**config.mk**
```make
export PLATFORM = sky130hd
export DESIGN_NAME = jtpopeye_dma_ctrl
export DESIGN_NICKNAME = d
export VERILOG_FILES = /design/src/rtl/jtpopeye_dma_ctrl.sv
export SDC_FILE = /design/constraint.sdc
export NUM_CORES = 1
export LEC_CHECK = 0
export CORE_AREA = 10 10 75 77
export CTS_CLUSTER_DIAMETER = 50
export DETAILED_ROUTE_END_ITERATION = 12
export DIE_AREA = 0 0 85 87
export GPL_TIMING_DRIVEN = 0
export MAX_ROUTING_LAYER = met4
export PLACE_DENSITY_LB_ADDON = 0.3
export SETUP_SLACK_MARGIN = 0.1
export SYNTH_ARGS = -nofsm -noshare
export SYNTH_HDL_FRONTEND = slang
export SYNTH_SLANG_ARGS = --single-unit
```
**constraint.sdc**
```tcl
create_clock -name clk -period 1.9 [get_ports clk]
set_input_delay 0.38 -clock clk [delete_from_list [all_inputs] [get_ports clk]]
set_output_delay 0.38 -clock clk [all_outputs]
set_load 0.02 [all_outputs]
```
**src/rtl/jtpopeye_dma_ctrl.sv**
```systemverilog
// Sprite-DMA sequencer: on vertical blank, requests the Z80 bus, copies XFER_LEN
// steps from main RAM into object RAM, then releases the bus.
module jtpopeye_dma_ctrl #(
    parameter int XFER_LEN    = 1024,
    parameter int ACK_TIMEOUT = 255,
    parameter int FRAME_DIV   = 1
) (
    input  logic       clk,
    input  logic       rst,
    input  logic       cen,
    input  logic       VB,
    input  logic [1:0] H,
    input  logic       dma_en,
    input  logic       busak_n,
    output logic       busrq_n,
    output logic       dm_clr,
    output logic       dm_inc,
    output logic       dma_cs,
    output logic       dma_busy,
    output logic       dma_done,
    output logic       dma_tout
);
    localparam int CW = $clog2(XFER_LEN) + 1;

    typedef enum logic [2:0] {
        S_IDLE,
        S_REQ,
        S_XFER,
        S_HOLD,
        S_RELEASE
    } state_t;

    state_t          r_state;
    logic            r_vbl;
    logic [3:0]      r_div;
    logic [7:0]      r_timer;
    logic [CW-1:0]   r_cnt;
    logic            r_busrq_n;
    logic            r_clr;
    logic            r_done;
    logic            r_tout;

    logic            w_vb_rise;
    logic            w_start;
    logic            w_inc;
    logic            w_last;

    assign w_vb_rise = VB & ~r_vbl;
    assign w_start   = w_vb_rise & (r_div == 4'd0) & dma_en;
    // The first XFER cen cycle carries dm_clr, so the counter step is held off there.
    assign w_inc     = cen & (r_state == S_XFER) & ~busak_n & (H == 2'b10) & ~r_clr;
    assign w_last    = (r_cnt == CW'(XFER_LEN - 1));

    assign busrq_n  = r_busrq_n;
    assign dm_clr   = r_clr & cen;
    assign dm_inc   = w_inc;
    assign dma_cs   = (r_state == S_XFER) & ~busak_n & ~H[1];
    assign dma_busy = (r_state != S_IDLE);
    assign dma_done = r_done & cen;
    assign dma_tout = r_tout;

    always_ff @(posedge clk) begin
        if (rst) begin
            r_state   <= S_IDLE;
            r_vbl     <= 1'b1;
            r_div     <= 4'd0;
            r_timer   <= 8'd0;
            r_cnt     <= '0;
            r_busrq_n <= 1'b1;
            r_clr     <= 1'b0;
            r_done    <= 1'b0;
            r_tout    <= 1'b0;
        end else if (cen) begin
            r_vbl  <= VB;
            r_clr  <= 1'b0;
            r_done <= 1'b0;
            if (w_vb_rise)
                r_div <= (r_div == 4'(FRAME_DIV - 1)) ? 4'd0 : r_div + 4'd1;
            case (r_state)
                S_IDLE: begin
                    r_busrq_n <= 1'b1;
                    if (w_start) begin
                        r_state   <= S_REQ;
                        r_timer   <= 8'd0;
                        r_busrq_n <= 1'b0;
                        r_tout    <= 1'b0;
                    end
                end
                S_REQ: begin
                    if (!busak_n) begin
                        r_state <= S_XFER;
                        r_clr   <= 1'b1;
                        r_cnt   <= '0;
                    end else if (r_timer == 8'(ACK_TIMEOUT - 1)) begin
                        r_state   <= S_IDLE;
                        r_busrq_n <= 1'b1;
                        r_tout    <= 1'b1;
                    end else begin
                        r_timer <= r_timer + 8'd1;
                    end
                end
                S_XFER: begin
                    if (w_inc) begin
                        r_cnt <= r_cnt + CW'(1);
                        if (w_last) begin
                            r_state   <= S_RELEASE;
                            r_busrq_n <= 1'b1;
                        end
                    end else if (busak_n) begin
                        r_state <= S_HOLD;
                    end
                end
                S_HOLD: begin
                    if (!busak_n)
                        r_state <= S_XFER;
                end
                S_RELEASE: begin
                    if (busak_n) begin
                        r_state <= S_IDLE;
                        r_done  <= 1'b1;
                    end
                end
                default: begin
                    r_state   <= S_IDLE;
                    r_busrq_n <= 1'b1;
                end
            endcase
        end
    end
endmodule

```
==> flow_summary.yaml <==
run_status:
  run_status: "complete, but fails checks"
  failed_checks: "negative setup slack"
timing:
  least_margin_pin_slew_ns: 0.4504
  setup_violating_endpoint_count_in_the_final_report: 1
  period_minus_slack_ns: 1.947
  finalCritPeriodShare: 1.025
  timing.final.max_slew_violations: 0
  fmax_mhz: 513.6
  rsz0062_at_grt: "yes"
  setup_skew_after_layout_ns: 0.007506
  final_critical_path_setup_slack_ns: -0.04693
  timing.final.hold_violations: 0
  maxSlewHeadroom: 0.6997
die:
  floorplan.rows: 24
  die-area_sq_mm: 0.007395
  floorplan.initialDensity: 0.4273
  floorplan.die.width_um: 85
  dieHeight_um: 87
  design.portCount: 15
  core_sq_mm: 0.004234
logic_synthesis:
  ys_seq_area_frac: 0.3430
  synth_enable_flop_cells: 0
  syn_area_per_cell_sq_um: 8.957
  synth_top_flop_cell: "sky130_fd_sc_hd__dfxtp_1"
  synth_area_leader_cell: "sky130_fd_sc_hd__dfxtp_1"
  async_reset_ff_frac: 0
  synthDominantCellAreaShare: 0.3430
  yosysWarnings: 0
  instance_count_of_the_mapped_netlist: 202
  syn_nets: 215
  synth_area_sq_mm: 0.001809
  synth.distinct_cells: 59
  netlist_top_cells_area: "sky130_fd_sc_hd__dfxtp_1 (34%), sky130_fd_sc_hd__nor2_1 (4.8%), sky130_fd_sc_hd__xor2_1 (4.4%)"
  ys_seq_elements: 31
clock_tree:
  cts.root.buffer_cell: "sky130_fd_sc_hd__clkbuf_8"
  cts-buffers-inserted: 5
  clock_latency_ns: 0.29
  ctsHtreeMaxLevel: 2
  post_cts_hold_buffer_count: 0
  clock_slew_seen_by_the_registers_of_the_worst_setup_and_hold_paths_ns: 0.07
  tritoncts_clock_tree: "yes"
  cts_sinks: 31
  ctsLongestPathBuffers: 2
grt:
  first_global_vias: 1465
  antenna_found_initial: 0
  maximum_number_of_pins_on_one_net_before_global_route_repair: 11
  grt_pass1_wl_um: 6844
  globalRouteOverflowTotal: 0
  grt.total_usage: 0.1153
place:
  place_ws_ns: -0.9857
  place.port_buffers: 12
  count_of_placed_standard_cells_including_taps: 266
  post_detail_place_hpwl_um: 2670
  global_placement_routability_congestion: 0.8176
power:
  power_leakage_nw: 0.8936
  vdd.ir_drop.worst_uv: 476.3
  pwr_per_cell_area_mw_per_mm2: 555.5
layout:
  layout_commonest_cell: "sky130_fd_sc_hd__dfxtp_1"
  finalNetCount: 252
  layout-drive-gt1-share: 0.3640
  layout_common_cells: "sky130_fd_sc_hd__dfxtp_1 (24), sky130_fd_sc_hd__nor2_1 (22), sky130_fd_sc_hd__buf_4 (17)"
  fin_cells: 291
  syn_to_final_growth_pct: 31.54
  antenna_cells: 0
routing:
  drt-pass1-iter-count: 4
  routedWlPerCell_um: 14.67
  post-route-drc-count: 0
  vias: 1598
  initialDrtViolationCount: 67
  routed_via_density: 5.491
  postRouteAntennaNets: 0
  drt_wl_total_um: 4270
run:
  drv.max_cap_violation_count: 0
critical_path:
  cp.arrival_ns: 1.57
  element_type_at_the_critical_path_start: "register"
  cp_max_fo: 3
  path_class: "reg -> out"
  worst_ep_required_time_ns: 1.52
  setup.worst_path.end_class: "primary output"
min_path:
  min-delay-path-class: "reg -> reg"
==> cell families after synthesis <==
logic type / after synthesis / synth area share
and+or+nand+nor: 101 / 0.3555
DFF: 31 / 0.3430
AOI/OAI and AO/OA: 26 / 0.1169
buffers and inverters: 19 / 0.04841
xor gates and xnor gates: 14 / 0.06777
muxes: 6 / 0.03389
adders and majority gates: 5 / 0.03458
==> critical path, stage by stage, from the launching register on <==
cell                      delay [ns]
sky130_fd_sc_hd__dfxtp_2        0.32
sky130_fd_sc_hd__or4b_4         0.52
sky130_fd_sc_hd__or2_4          0.27
sky130_fd_sc_hd__inv_4          0.07
sky130_fd_sc_hd__buf_6          0.11
==> final cells by class <==
type | count | area (sq um)
buffer | 9 | 60.06
clock buffer | 6 | 82.58
clock inverter | 1 | 5.005
fill | 379 | 1854
inverter | 10 | 40.04
multi-input combinational | 153 | 1250
sequential | 31 | 631.9
tap | 52 | 65.06
timing repair buffer | 29 | 245.2
==> per-layer routing <==
layer / global-route usage / routed length [um] / up-vias / part of all wire
li1: - / - / 796 / -
met1: 0.1386 / 2001 / 765 / 0.47
met2: 0.1757 / 2007 / 31 / 0.47
met3: 0.03558 / 184 / 6 / 0.043
met4: 0.04491 / 76 / 0 / 0.018
met5: - / 0 / - / 0
==> cells in the mapped netlist, types with 2 or more instances <==
cell                       number
sky130_fd_sc_hd__dfxtp_1       31
sky130_fd_sc_hd__nor2_1        23
sky130_fd_sc_hd__a21oi_1        9
sky130_fd_sc_hd__inv_1          9
sky130_fd_sc_hd__nand4_1        9
sky130_fd_sc_hd__xor2_1         9
sky130_fd_sc_hd__nand3_1        8
sky130_fd_sc_hd__and3_1         7
sky130_fd_sc_hd__nand2_1        7
sky130_fd_sc_hd__and2_1         6
sky130_fd_sc_hd__nor2_2         6
sky130_fd_sc_hd__ha_1           5
sky130_fd_sc_hd__mux2i_1        5
sky130_fd_sc_hd__nor3_1         5
sky130_fd_sc_hd__xnor2_1        5
sky130_fd_sc_hd__buf_2          4
sky130_fd_sc_hd__nor4_1         4
sky130_fd_sc_hd__and4_1         3
sky130_fd_sc_hd__a211o_1        2
sky130_fd_sc_hd__clkbuf_1       2
sky130_fd_sc_hd__nand2b_1       2
sky130_fd_sc_hd__nor3_4         2
sky130_fd_sc_hd__o21ai_0        2
sky130_fd_sc_hd__or4b_4         2
==> metrics by stage <==
stage	power [mW]	cell area [sq um]	util	setup TNS (ns)	hold WS, ns
floorplan	0.7469	1810	-	0	0.4522
global placement	0.7850	1996	0.4713	-10.25	0.4557
detailed placement	0.7858	1996	0.4713	-9.991	0.4679
CTS	1.327	2232	0.5272	-0.05611	0.4839
global route	1.370	2380	0.5621	-0.1837	0.5233
finish	1.322	2380	0.5621	-0.04693	0.4813
==> final timing paths <==
path / slack [ns] / cells past startpoint / to / from
worst min-delay path: 0.48 / 2 / dma_tout$_SDFFE_PP0P_ / dma_tout$_SDFFE_PP0P_
worst max-delay path: -0.05 / 4 / dm_inc / r_state[2]$_SDFFE_PP0P_
worst min register to register: 0.48 / 2 / dma_tout$_SDFFE_PP0P_ / dma_tout$_SDFFE_PP0P_
worst max register to register: 0 / 7 / r_state[0]$_SDFFE_PP0P_ / r_state[2]$_SDFFE_PP0P_
==> power breakdown <==
part | total, mW | internal (mW) | switching [mW]
clock | 0.527 | 0.284 | 0.243
sequential | 0.656 | 0.653 | 0.00259
combinational | 0.139 | 0.0559 | 0.0832
==> sequential cells by signal, indices dropped and copies added, names as in the netlist <==
signal and cells:
busrq_n 1, dma_tout 1, r_clr 1, r_cnt 11, r_div 4, r_done 1
r_state 3, r_timer 8, r_vbl 1
==> timing repair <==
action / in CTS / in global routing
gates resized for setup: 38 / 25
setup buffers: 11 / 7
pin swaps: 8 / 21
endpoints found under the setup margin: 27 / 24
cloned: 1 / 0
Power figures use the tool's default switching activity.
